[src/rtl/kbd_pkg.sv]
// Scancode constants and decoder state type shared by the PS/2 set-2 key decoder.
package kbd_pkg;

    localparam logic [7:0] SC_SPACE = 8'h29;
    localparam logic [7:0] SC_LEFT  = 8'h6B;
    localparam logic [7:0] SC_RIGHT = 8'h74;
    localparam logic [7:0] SC_EXT   = 8'hE0;
    localparam logic [7:0] SC_BRK   = 8'hF0;
    localparam logic [7:0] SC_PAUSE = 8'hE1;

    typedef enum logic [2:0] {
        ST_IDLE,
        ST_EXT,
        ST_BRK,
        ST_EXT_BRK,
        ST_SKIP
    } kbd_state_t;

endpackage

[src/rtl/kbd_scancode_decoder.sv]
// Turns the PS/2 set-2 byte stream into held levels for Space, Left and Right,
// tracking E0/F0 prefixes, swallowing the Pause (E1) sequence and abandoning stale prefixes.
module kbd_scancode_decoder
    import kbd_pkg::*;
#(
    parameter int unsigned CLK_FREQ       = 100_000_000,
    parameter int unsigned TIMEOUT_CYCLES = 200_000,
    parameter int unsigned PAUSE_SKIP     = 7
) (
    input  logic       clk,
    input  logic       rst,
    input  logic [7:0] scan_code,
    input  logic       scan_valid,
    output logic       key_space,
    output logic       key_left,
    output logic       key_right,
    output logic       seq_error
);

    if (CLK_FREQ == 0 || TIMEOUT_CYCLES < 2 || PAUSE_SKIP < 1 || PAUSE_SKIP > 7) begin : g_param_check
        $error("kbd_scancode_decoder: unsupported parameter combination");
    end

    localparam int unsigned      TO_W      = $clog2(TIMEOUT_CYCLES);
    localparam logic [TO_W-1:0]  TO_LAST   = TO_W'(TIMEOUT_CYCLES - 1);
    localparam logic [2:0]       SKIP_INIT = 3'(PAUSE_SKIP);

    kbd_state_t       r_state;
    kbd_state_t       w_state_nxt;
    logic [TO_W-1:0]  r_to_cnt;
    logic [TO_W-1:0]  w_to_nxt;
    logic [2:0]       r_skip_cnt;
    logic [2:0]       w_skip_nxt;
    logic             r_key_space;
    logic             r_key_left;
    logic             r_key_right;
    logic             r_seq_error;
    logic             w_space_nxt;
    logic             w_left_nxt;
    logic             w_right_nxt;
    logic             w_err_nxt;

    always_ff @(posedge clk) begin
        if (rst) begin
            r_state     <= ST_IDLE;
            r_to_cnt    <= '0;
            r_skip_cnt  <= '0;
            r_key_space <= 1'b0;
            r_key_left  <= 1'b0;
            r_key_right <= 1'b0;
            r_seq_error <= 1'b0;
        end else begin
            r_state     <= w_state_nxt;
            r_to_cnt    <= w_to_nxt;
            r_skip_cnt  <= w_skip_nxt;
            r_key_space <= w_space_nxt;
            r_key_left  <= w_left_nxt;
            r_key_right <= w_right_nxt;
            r_seq_error <= w_err_nxt;
        end
    end

    always_comb begin
        w_state_nxt = r_state;
        w_to_nxt    = r_to_cnt;
        w_skip_nxt  = r_skip_cnt;
        w_space_nxt = r_key_space;
        w_left_nxt  = r_key_left;
        w_right_nxt = r_key_right;
        w_err_nxt   = 1'b0;

        if (scan_valid) begin
            // A byte always clears the gap timer, even on the cycle the timer would expire.
            w_to_nxt = '0;
            case (r_state)
                ST_IDLE: begin
                    if (scan_code == SC_EXT) begin
                        w_state_nxt = ST_EXT;
                    end else if (scan_code == SC_BRK) begin
                        w_state_nxt = ST_BRK;
                    end else if (scan_code == SC_PAUSE) begin
                        w_state_nxt = ST_SKIP;
                        w_skip_nxt  = SKIP_INIT;
                    end else if (scan_code == SC_SPACE) begin
                        w_space_nxt = 1'b1;
                    end
                end
                ST_EXT: begin
                    w_state_nxt = ST_IDLE;
                    if (scan_code == SC_BRK) begin
                        w_state_nxt = ST_EXT_BRK;
                    end else if (scan_code == SC_EXT) begin
                        w_state_nxt = ST_EXT;
                    end else if (scan_code == SC_LEFT) begin
                        w_left_nxt = 1'b1;
                    end else if (scan_code == SC_RIGHT) begin
                        w_right_nxt = 1'b1;
                    end
                end
                ST_BRK: begin
                    w_state_nxt = ST_IDLE;
                    if (scan_code == SC_SPACE) begin
                        w_space_nxt = 1'b0;
                    end else if (scan_code == SC_EXT) begin
                        w_state_nxt = ST_EXT_BRK;
                    end else if (scan_code == SC_BRK) begin
                        w_state_nxt = ST_BRK;
                    end
                end
                ST_EXT_BRK: begin
                    w_state_nxt = ST_IDLE;
                    if (scan_code == SC_LEFT) begin
                        w_left_nxt = 1'b0;
                    end else if (scan_code == SC_RIGHT) begin
                        w_right_nxt = 1'b0;
                    end
                end
                ST_SKIP: begin
                    if (r_skip_cnt <= 3'd1) begin
                        w_state_nxt = ST_IDLE;
                        w_skip_nxt  = '0;
                    end else begin
                        w_skip_nxt = r_skip_cnt - 3'd1;
                    end
                end
                default: begin
                    w_state_nxt = ST_IDLE;
                    w_skip_nxt  = '0;
                end
            endcase
        end else if (r_state != ST_IDLE) begin
            if (r_to_cnt == TO_LAST) begin
                w_state_nxt = ST_IDLE;
                w_to_nxt    = '0;
                w_skip_nxt  = '0;
                w_err_nxt   = 1'b1;
            end else begin
                w_to_nxt = r_to_cnt + 1'b1;
            end
        end
    end

    assign key_space = r_key_space;
    assign key_left  = r_key_left;
    assign key_right = r_key_right;
    assign seq_error = r_seq_error;

endmodule

[config.mk]
export PLATFORM = sky130hd
export DESIGN_NAME = kbd_scancode_decoder
export DESIGN_NICKNAME = d
export VERILOG_FILES = /design/src/rtl/kbd_pkg.sv /design/src/rtl/kbd_scancode_decoder.sv
export SDC_FILE = /design/constraint.sdc
export NUM_CORES = 1
export LEC_CHECK = 0
export BUFFER_PORTS_ARGS = -buffer_cell sky130_fd_sc_hd__buf_2
export CELL_PAD_IN_SITES_DETAIL_PLACEMENT = 1
export CELL_PAD_IN_SITES_GLOBAL_PLACEMENT = 1
export CORE_MARGIN = 1.5
export CORE_UTILIZATION = 35
export DETAILED_ROUTE_END_ITERATION = 10
export GPL_TIMING_DRIVEN = 1
export MAX_ROUTING_LAYER = met4
export PLACE_DENSITY = 0.67
export SLEW_MARGIN = 20
export SYNTH_ARGS = -nofsm -noshare
export SYNTH_HDL_FRONTEND = slang
export SYNTH_SLANG_ARGS = --single-unit
[constraint.sdc]
create_clock -name clk -period 2.1 [get_ports clk]
set_input_delay 0.42 -clock clk [delete_from_list [all_inputs] [get_ports clk]]
set_output_delay 0.42 -clock clk [all_outputs]
set_load 0.02 [all_outputs]
# Word-level counts from Yosys, hierarchy flattened
# Index checks and enable logic that the tools add are counted.
# W data, S select, Z words.
[word_totals]
elab_cells = 94
out_inout_bits = 4
input_bits = 11
regBits = 28
[classes]
order_cmp = 1
eq_ne = 30
n_reduce_logical = 14
add_sub_neg = 2
bitwise = 1
mux = 39
[ops]
columns = ["op", "count"]
rows = [
  ["$mux W3", 12],
  ["$ne A2 B2 Y1 const B", 14],
  ["$eq A8 B8 Y1 const B", 3],
  ["$add A18 B1 Y18 const B", 1],
  ["$eq A18 B18 Y1 const B", 1],
  ["$mux W18", 1],
  ["$mux W1", 17],
  ["$eq A8 B7 Y1 const B", 2],
  ["$ne A3 B3 Y1 const B", 4],
  ["$pmux W3 S4", 1],
  ["$reduce_and A6 Y1", 2],
  ["$pmux W3 S3", 1],
  ["$eq A8 B6 Y1 const B", 1],
  ["$mux W2", 4],
  ["$reduce_and A8 Y1", 1],
  ["$reduce_bool A2 Y1", 4],
  ["$reduce_and A7 Y1", 1],
  ["$eq A3 B2 Y1 const B", 2],
  ["$pmux W1 S2", 3],
  ["$reduce_or A3 Y1", 2],
  ["$ne A5 B5 Y1 const B", 1],
  ["$reduce_and A4 Y1", 1],
  ["$eq A3 B1 Y1 const B", 1],
  ["$eq A3 B3 Y1 const B", 1],
  ["other kinds (6)", 6],
]

# Depth between registers and ports, before layout
[logic_depth]
depth_word = 6
mapped_depth = 7
ltp_nobuf = 7

# Worst setup path after synthesis
# No wires, ideal clock.
[synth_path]
kind = "reg-to-reg"
from = "reg r_to_cnt[0]"
to = "reg r_to_cnt[0]"
stages_incl_launch_ff = 8
t_arrival_ns = 1.571
slack_ns = 0.412
n_path_buf = 1
required_time_ns = 1.983
period_less_slack_ns = 1.688
setup_ns = 0.117
cell_sequence = "dfxtp_1 -> ha_1 -> o311ai_4 -> nor2_1 -> nand2_1 -> nand2_2 -> buf_2 -> nor2_1"
[synth_between]
elab_chain_cells = 2
word_cells_on_any_way = 3
classes_between = "add/sub: 1; eq/ne: 1; mux: 1"
[synth_rtl]
columns = ["element", "line_no", "text"]
rows = [
  ["from (decl)", "kbd_scancode_decoder.sv:30", "logic [TO_W-1:0] r_to_cnt;"],
  ["from (signal assigned)", "kbd_scancode_decoder.sv:54", "r_to_cnt <= w_to_nxt;"],
  ["$add A18 B1 Y18 / $eq A18 B18 Y1 (equally long branches)", "kbd_scancode_decoder.sv:138, kbd_scancode_decoder.sv:132", ""],
  ["$mux W18 *", "kbd_scancode_decoder.sv:132", "if (r_to_cnt == TO_LAST) begin"],
]
# Every way passes the cells marked *; elsewhere a longest branch is shown, timed or not.
# A chain may end at the register's enable or synchronous reset.

# Worst setup path in the final report
[layout_path]
from = "reg r_state[0]"
to = "reg r_skip_cnt[0]"
[layout_between]
elab_chain_cells = 4
word_cells_on_any_way = 15
classes_between = "eq/ne: 8; mux: 2; reduce/logical: 5"
[layout_rtl]
columns = ["element", "line_no", "text"]
rows = [
  ["from (decl)", "kbd_scancode_decoder.sv:28", "kbd_state_t r_state;"],
  ["from (signal assigned)", "kbd_scancode_decoder.sv:53", "r_state <= w_state_nxt;"],
  ["$eq A3 B2 Y1 / $eq A3 B1 Y1 (equally long branches)", "kbd_scancode_decoder.sv:75", "case (r_state)"],
  ["$reduce_or A3 Y1 (no line)", "-", ""],
  ["$ne A2 B2 Y1 (no line) / $pmux W3 S3 (equally long branches)", "-", ""],
  ["$reduce_and A6 Y1 (no line) / $mux W3 (equally long branches)", "-", ""],
  ["to (signal assigned)", "kbd_scancode_decoder.sv:55", "r_skip_cnt <= w_skip_nxt;"],
  ["to (decl)", "kbd_scancode_decoder.sv:32", "logic [2:0] r_skip_cnt;"],
]
# Several ways; a longest one is shown, not always the timed one.

==> reports/metrics.yaml <==
finish:
  mostFrequentLayoutCell: "dfxtp_1"
  diodes: 0
  area_growth_syn_to_layout_pct: 9.49
  nets: 201
  layout-drive-gt1-share: 0.184
  fin_cells: 235
  layout_common_cells: "dfxtp_1 (28), nor2_1 (24), xnor2_1 (14), buf_2 (14), inv_1 (13)"
global_routing:
  grt_pass1_vias: 1284
  overflow: 0
  grt_usage: 0.160
  grt_pass1_wl_mm: 6.06
  antenna_found_initial: 0
  grt_max_degree: 19
detailed_routing:
  vias: 1227
  routedWlPerCell_um: 14.4
  finalWirelength_mm: 3.39
  antenna_left: 0
  drc: 0
  dr.pass1.iters: 4
  via_per_inst: 5.22
  drt_iter0_markers: 40
worst_setup_path:
  slowest_delay_ns: 0.52
  cp.depth: 6
  path_cells: "o311ai_4 > nor2_1 > buf_4 > a21oi_4 > a21oi_1 > nor3_1"
  critical_path_class: "reg -> reg"
  crit_path_end_kind: "flop"
  cp_top_family: "compound AO/OA/AOI/OAI gates"
  crit_fanout: 9
  worst-path-buf-inv: 1
  crit_required_ns: 2.29
  start_kind: "flop"
  crit_arrival_ns: 2.03
  reg2regPathDepth: 6
  slowest_stage: "o311ai_4"
floorplan:
  die_area_um2: 4770
  core_area_um2: 4090
  initial_core_util: 0.374
  die_width_um: 69.1
  ios: 15
  core.rowCount: 23
  die_h_um: 69.1
timing:
  report.final.setup_viol: 0
  tightest_slew_ns: 0.490
  drv_slew: 0
  relSlewSlack: 0.673
  setup-tns-final_ns: 0
  timing.fmax_ghz: 0.543
  period_share: 0.877
  hold_viol_final: 0
  finClkSkew_ns: 0.00218
  rsz0062_at_grt: "no"
  period_needed_ns: 1.84
  whs_ns: 0.425
clock_network:
  cts_setup_buffers: 0
  root_buffer: "clkbuf_8"
  worstSkewPairLatency_ns: 0.26
  path_clk_slew_ns: 0.09
  cts_buffers: 3
  clock_sinks: 28
  cts_htree_levels: 1
  cts_tree: "done"
  clock_path_buffers: 2
  cts_hold_buf: 0
  cts_resized: 0
yosys:
  synth_nets: 186
  ys_seq_area_frac: 0.367
  ys_types: 48
  synth_flop_cell: "dfxtp_1"
  synth_seq_cells: 28
  syn_area_per_cell_um2: 8.89
  synthArstFlopShare: 0
  synth.cell_area_um2: 1530
  yosysWarnings: 0
  synth-edff-count: 0
  synth_cells: 172
pwr:
  cellPowerDensity_nw_per_um2: 534
  total_power_mw: 0.894
  irDropWorstVdd_v: 0.000207
  p_leak_nw: 0.559
min_path:
  whs_path_depth: 2
  hp-class: "in -> reg"
placement:
  dp.cells: 232
  gp_congestion: 0.792
  io_buffers: 14
  hpwl_mm: 2.66
run_status:
  outcome: "finished, final reports clean"
job:
  drv_cap: 0
==> logic make-up (layout without fill, tap and decap cells) <==
group           count (synthesis)  count (layout)  synth area share
compound gates                 22              22             0.112
mux                             4               4            0.0262
fa+ha+maj                       3               3            0.0246
buf+inv                        19              32            0.0606
xor+xnor                       16              16            0.0917
flops                          28              28             0.367
simple gates                   80              80             0.318
==> synthesized netlist by cell type (2+ instances only) <==
master,n,area [um^2]
and3_1,2,12.5
xnor2_1,14,123
xor2_1,2,17.5
buf_2,2,10.0
nor3_2,4,40.0
nor4bb_1,2,20.0
inv_1,13,48.8
nor3_1,7,35.0
nor4b_1,2,17.5
ha_1,3,37.5
nand2_1,11,41.3
o21a_1,2,15.0
nand3_1,3,15.0
or3b_1,2,17.5
nor4_1,2,12.5
buf_6,2,22.5
nand2b_1,3,18.8
nor2_1,24,90.1
o21ai_0,5,25.0
mux2i_1,4,40.0
or3_1,5,31.3
dfxtp_1,28,561
a21oi_1,5,25.0
==> metal layers <==
metal  track usage  wire length (um)
met4        0.0523                45
met5             -                 0
met1         0.205              1600
met2         0.257              1680
met3        0.0234                66
==> layout make-up <==
type                            count  area [um^2]
Fill cell                         506         2410
Multi-Input combinational cell    125          876
Sequential cell                    28          561
Timing Repair Buffer               16         85.1
Tap cell                           50         62.6
Inverter                           13         48.8
Clock buffer                        3         41.3
==> worst reg2reg max path, delay by kind of cell, from the launching register on <==
family                 cells  cell delay [ns]
AO/OA/AOI/OAI              3             0.86
buffers and inverters      1             0.18
flip-flops                 1             0.42
AND/OR/NAND/NOR            2             0.31
==> flip-flops by register name (all words and copies together), names as in the netlist <==
| name | count |
|---|---|
| r_skip_cnt | 3 |
| seq_error | 1 |
| r_state | 3 |
| r_to_cnt | 18 |
| key_space | 1 |
| key_left | 1 |
| key_right | 1 |
==> per-stage QoR <==
step	instance area (um^2)	setup WS, ns	utilization
after floorplan	1530	0.412	-
after global placement	1630	0.275	0.400
after detailed placement	1630	0.232	0.400
after CTS	1670	0.253	0.410
after global routing	1670	0.127	0.410
final	1670	0.258	0.410
==> final timing paths <==
kind	start	end	slack, ns
max	r_state[0]	r_skip_cnt[0]	0.26
min	scan_valid	seq_error	0.42
max reg2reg	r_state[0]	r_skip_cnt[0]	0.26
min reg2reg	key_right	key_right	0.50
==> power breakdown <==
group / internal, mW / leakage (nW) / switching, mW
Clock: 0.128 / 0.0216 / 0.153
Sequential: 0.535 / 0.226 / 0.00335
Combinational: 0.0298 / 0.311 / 0.0441
Total: 0.693 / 0.559 / 0.200
(Power assumes the default switching activity.)
